`config.mk`:
```
export PLATFORM = sky130hd
export DESIGN_NAME = lab3_cache_cache_arbiter
export DESIGN_NICKNAME = d
export VERILOG_FILES = /design/src/rtl/lab3_cache_cache_arbiter.sv
export SDC_FILE = /design/constraint.sdc
export NUM_CORES = 1
export LEC_CHECK = 0
export ABC_AREA = 1
export CAP_MARGIN = 30
export CORE_AREA = 2 2 150 152
export DETAILED_ROUTE_END_ITERATION = 8
export DIE_AREA = 0 0 152 154
export PLACE_DENSITY = 0.67
export SLEW_MARGIN = 20
export SYNTH_ARGS = -nofsm -noshare
export SYNTH_HDL_FRONTEND = slang
export SYNTH_SLANG_ARGS = --single-unit
export TNS_END_PERCENT = 50
```
`constraint.sdc`:
```
create_clock -name clk -period 1.56 [get_ports clk]
set_clock_uncertainty 0.05 [all_clocks]
set_input_delay 0.312 -clock clk [delete_from_list [all_inputs] [get_ports clk]]
set_output_delay 0.312 -clock clk [all_outputs]
set_load 0.02 [all_outputs]
```
`src/rtl/lab3_cache_cache_arbiter.sv`:
```
`default_nettype none
// ============================================================================
// Module   : lab3_cache_cache_arbiter
// Brief    : Two-port request arbiter and flush sequencer in front of a
//            single blocking cache (port 0 = ifetch, port 1 = data).
// Revision : 1.0 - initial release
// ============================================================================
module lab3_cache_cache_arbiter #(
    parameter int PRIO_MODE = 0
) (
    input  logic        clk,
    input  logic        reset,

    input  logic        p0_memreq_val,
    output logic        p0_memreq_rdy,
    input  logic [76:0] p0_memreq_msg,
    output logic        p0_memresp_val,
    input  logic        p0_memresp_rdy,
    output logic [46:0] p0_memresp_msg,

    input  logic        p1_memreq_val,
    output logic        p1_memreq_rdy,
    input  logic [76:0] p1_memreq_msg,
    output logic        p1_memresp_val,
    input  logic        p1_memresp_rdy,
    output logic [46:0] p1_memresp_msg,

    output logic        cache_req_val,
    input  logic        cache_req_rdy,
    output logic [76:0] cache_req_msg,
    input  logic        cache_resp_val,
    output logic        cache_resp_rdy,
    input  logic [46:0] cache_resp_msg,

    input  logic        flush,
    output logic        flush_done,
    output logic        cache_flush,
    input  logic        cache_flush_done
);

    localparam logic [2:0] c_IDLE  = 3'd0;
    localparam logic [2:0] c_SEND  = 3'd1;
    localparam logic [2:0] c_WAIT  = 3'd2;
    localparam logic [2:0] c_RESP  = 3'd3;
    localparam logic [2:0] c_FLUSH = 3'd4;
    localparam logic [2:0] c_FDONE = 3'd5;

    logic [2:0]  r_state;
    logic [2:0]  w_state_nxt;
    logic [76:0] r_req_buf;
    logic [46:0] r_resp_buf;
    logic        r_owner;
    logic        r_last_grant;
    logic        w_win;
    logic        w_accept;

    // w_win is the port that would be granted if anything is valid
    generate
        if (PRIO_MODE == 1) begin : g_fixed_prio
            assign w_win = ~p0_memreq_val;
        end else begin : g_round_robin
            logic w_pref_val;
            assign w_pref_val = r_last_grant ? p0_memreq_val : p1_memreq_val;
            assign w_win      = w_pref_val ? ~r_last_grant : r_last_grant;
        end
    endgenerate

    always_comb begin
        w_state_nxt    = r_state;
        w_accept       = 1'b0;
        p0_memreq_rdy  = 1'b0;
        p1_memreq_rdy  = 1'b0;
        p0_memresp_val = 1'b0;
        p1_memresp_val = 1'b0;
        cache_req_val  = 1'b0;
        cache_resp_rdy = 1'b0;
        cache_flush    = 1'b0;
        flush_done     = 1'b0;
        case (r_state)
            c_IDLE: begin
                if (flush) begin
                    w_state_nxt = c_FLUSH;
                end else if (p0_memreq_val || p1_memreq_val) begin
                    w_accept      = 1'b1;
                    // rdy is combinational, so hold it low while reset is asserted
                    p0_memreq_rdy = reset & ~w_win;
                    p1_memreq_rdy = reset & w_win;
                    w_state_nxt   = c_SEND;
                end
            end
            c_SEND: begin
                cache_req_val = 1'b1;
                if (cache_req_rdy) w_state_nxt = c_WAIT;
            end
            c_WAIT: begin
                cache_resp_rdy = 1'b1;
                if (cache_resp_val) w_state_nxt = c_RESP;
            end
            c_RESP: begin
                p0_memresp_val = ~r_owner;
                p1_memresp_val = r_owner;
                if (r_owner ? p1_memresp_rdy : p0_memresp_rdy) w_state_nxt = c_IDLE;
            end
            c_FLUSH: begin
                cache_flush = 1'b1;
                if (cache_flush_done) w_state_nxt = c_FDONE;
            end
            c_FDONE: begin
                flush_done  = 1'b1;
                w_state_nxt = c_IDLE;
            end
            default: w_state_nxt = c_IDLE;
        endcase
    end

    assign cache_req_msg  = cache_req_val  ? r_req_buf  : '0;
    assign p0_memresp_msg = p0_memresp_val ? r_resp_buf : '0;
    assign p1_memresp_msg = p1_memresp_val ? r_resp_buf : '0;

    always_ff @(posedge clk or negedge reset) begin
        if (!reset) begin
            r_state      <= c_IDLE;
            r_req_buf    <= '0;
            r_resp_buf   <= '0;
            r_owner      <= 1'b0;
            r_last_grant <= 1'b1;
        end else begin
            r_state <= w_state_nxt;
            if (w_accept) begin
                r_req_buf    <= w_win ? p1_memreq_msg : p0_memreq_msg;
                r_owner      <= w_win;
                r_last_grant <= w_win;
            end
            if (r_state == c_WAIT && cache_resp_val) begin
                r_resp_buf <= cache_resp_msg;
            end
        end
    end

endmodule
`default_nettype wire

```
==> flow_summary.toml, run 1 <==
[power_and_ir_drop]
comb_power_share_pct = 56.3
power_frac_seq_pct = 24.2
leakagePower_nw = 6.13
swShare_pct = 40.7
power_frac_clock_pct = 19.5
peakVddDrop_v = 0.000859
switchingPower_mw = 9.07
p_int_mw = 13.2
powerDensity_mw_per_mm2 = 1680

[route]
route.detailed.drc = 0
routed_wl_mm = 26.8
viasPerCell = 4.74
vias = 7607
drt_iter0_drc = 257
routedWlPerCell_um = 16.7
ant_nets = 0
dr.pass1.iters = 4

[setup_path]
reg2reg_slack_ps = -270
cp.arrival_ps = 1760
cp_max_fo = 16
path_class = "reg -> out"
startpoint = "r_state[2]"
crit_required_ps = 1200
r2r-start = "r_state[2]"
rr_endpoint = "r_req_buf[40]"
r2r.worst_path.cells = 10
cp-start-kind = "flop"
endpoint_kind = "primary output"

[clocking]
cts_tree = "built"
clk_latency_ps = 410
cts.path.max_buffers = 2
clk_pin_slew_ps = 60
cts_buffers = 17
clockRootBuffer = "clkbuf_16"
h-tree-depth = 4
numClockSinks = 129

[final_layout]
final_util_pct = 61.3
final_common_cell = "clkdlybuf4s50_1"
drive_gt1_share_pct = 37.2
mostFrequentLayoutCells = "209 x clkdlybuf4s50_1, 170 x nor2_1, 135 x buf_4, 130 x inv_1, 126 x dfrtp_1"
multi_input_area_sq_mm = 0.00348
syn2layout_area_growth_pct = 98.4
seq_area_sq_mm = 0.00323
final.fill_count = 1887
num-nets-final = 1524

[sta]
setup_tns_ps = -102350
fin_crit_sh_pct = 136
hold_viol = 0
relSlewSlack_pct = 69.8
worst_pin_slew_ps = 453
layout_min_cycle_time_ps = 2130
setup_violations = 257
drv_slew = 0
fin_ws_ps = -565
rsz0062_at_grt = "yes"
fmax_ghz = 0.471

[outcome]
status = "finished with violations"
violations = "negative setup slack"

[grt]
grt_pass1_vias = 7300
grt_use_total_pct = 20.9
gr-total-overflow = 0
antenna_found_initial = 3
grt_pass1_wl_mm = 38.7
grt_max_degree = 65

[worst_hold_path]
hold_class = "in -> async"

[synthesis]
syn_nets = 1078
synth_seq_cells = 129
syn_area_sq_mm = 0.00670
ys_warn_count = 0
synthArstFlopShare_pct = 100
ys.flop_type = "dfrtp_1"
avgSynthCellArea_sq_um = 7.73
synth_cell_types = 24
netlist_instances = 867
ys_seq_area_share_pct = 48.2
synth-edff-count = 0

[placed_design]
port_buffers = 389
gp_congestion = 0.818
hpwl_mm = 18.3

[floorplanning]
io_pins = 390
die_h_um = 154
die_w_um = 152
floorplan.initialDensity_pct = 30.9
rows = 54
die_area_sq_mm = 0.0234
core-area_sq_mm = 0.0217

[job]
maxCapViolations = 0
==> timing repair <==
| action | in CTS | in global routing |
|---|---|---|
| gates cloned | 1 | 9 |
| setup endpoints to repair | 256 | 303 |
| hold buffers | 1 | 0 |
| pin swaps | 4 | 8 |
| setup buffers | 13 | 22 |
| endpoints found under the hold margin | 26 | 0 |
| gates resized for setup | 924 | 204 |
==> cells by family after synthesis <==
group | Yosys count | synth area share [%]
flip-flops | 129 | 48.2
AO/OA/AOI/OAI | 204 | 19.2
AND/OR/NAND/NOR | 335 | 19.4
buffers and inverters | 199 | 13.3
==> worst max-delay path, stage by stage (launching register included) <==
cell     delay (ps)
dfrtp_2         440
nor3_2          200
buf_6           170
nand2_8          90
buf_12          180
nor2_1          110
buf_4           150
==> state kept, by name, summed over array words and instances, names as in the netlist <==
register      flops
r_req_buf        77
r_resp_buf       47
r_state           3
r_last_grant      1
r_owner           1
==> power by group through the flow <==
stage	clock network (mW)	registers [mW]	logic [mW]
2_1_floorplan	0	5.35	6.33
3_3_place_gp	0	5.39	10.1
3_5_place_dp	0	5.44	10.3
4_1_cts	4.45	5.39	11.1
5_1_grt	4.62	5.53	13.5
6_report	4.34	5.39	12.5
==> cell usage after synthesis, types with 5 or more instances <==
cell        n  area [sq um]
nor2_1    300          1130
inv_1     132           495
dfrtp_1   128          3200
o22ai_1    57           357
o21ai_1    52           260
a21oi_1    47           235
clkbuf_1   29           109
o22ai_2    20           250
nand2_1    18          67.6
o21ai_0    17          85.1
buf_2      14          70.1
buf_6      14           158
o21ai_2    11          96.3
nand3_1     7          35.0
buf_4       5          37.5
inv_2       5          18.8
==> routing by layer <==
layer | wire length, um | GRT usage, %
met5 | 23 | 0
met1 | 10400 | 23.2
met4 | 1140 | 10.5
met3 | 1820 | 6.68
met2 | 13500 | 36.1
==> final cells by class <==
cell class	instances	area share (%)
inverter	137	3.93
antenna	1	0.0188
clock buffer	19	3.41
tap	280	2.64
multi-input combinational	539	26.2
clock inverter	12	1.37
timing repair buffer	489	38.2
sequential	129	24.3
==> how the worst max path moves through the flow <==
stage | to | slack, ps | cells after the start
after floorplan | p1_memreq_rdy | -110 | 8
after global placement | p0_memreq_rdy | -660 | 4
after detailed placement | p0_memreq_rdy | -680 | 4
after CTS | p1_memresp_msg[5] | -580 | 6
after global routing | p0_memresp_msg[20] | -660 | 6
final | p1_memresp_msg[0] | -570 | 6
==> through the flow <==
step	setup WS (ps)	hold slack, ps	power (mW)	cell area (sq um)	std cells
floorplan	-110	-33.6	11.7	7190	867
global placement	-663	443	15.5	11500	1527
detailed placement	-685	336	15.7	11600	1528
CTS	-577	404	21.0	12400	1574
global route	-655	406	23.6	13300	1606
finish	-565	418	22.3	13300	1606
(Power assumes the default switching activity.)
==> run 2: changes to the inputs <==
SLEW_MARGIN = default   (was 20)
==> results of run 2 <==
Same layout as run 1: the final DEF is identical, and so are final timing and power.
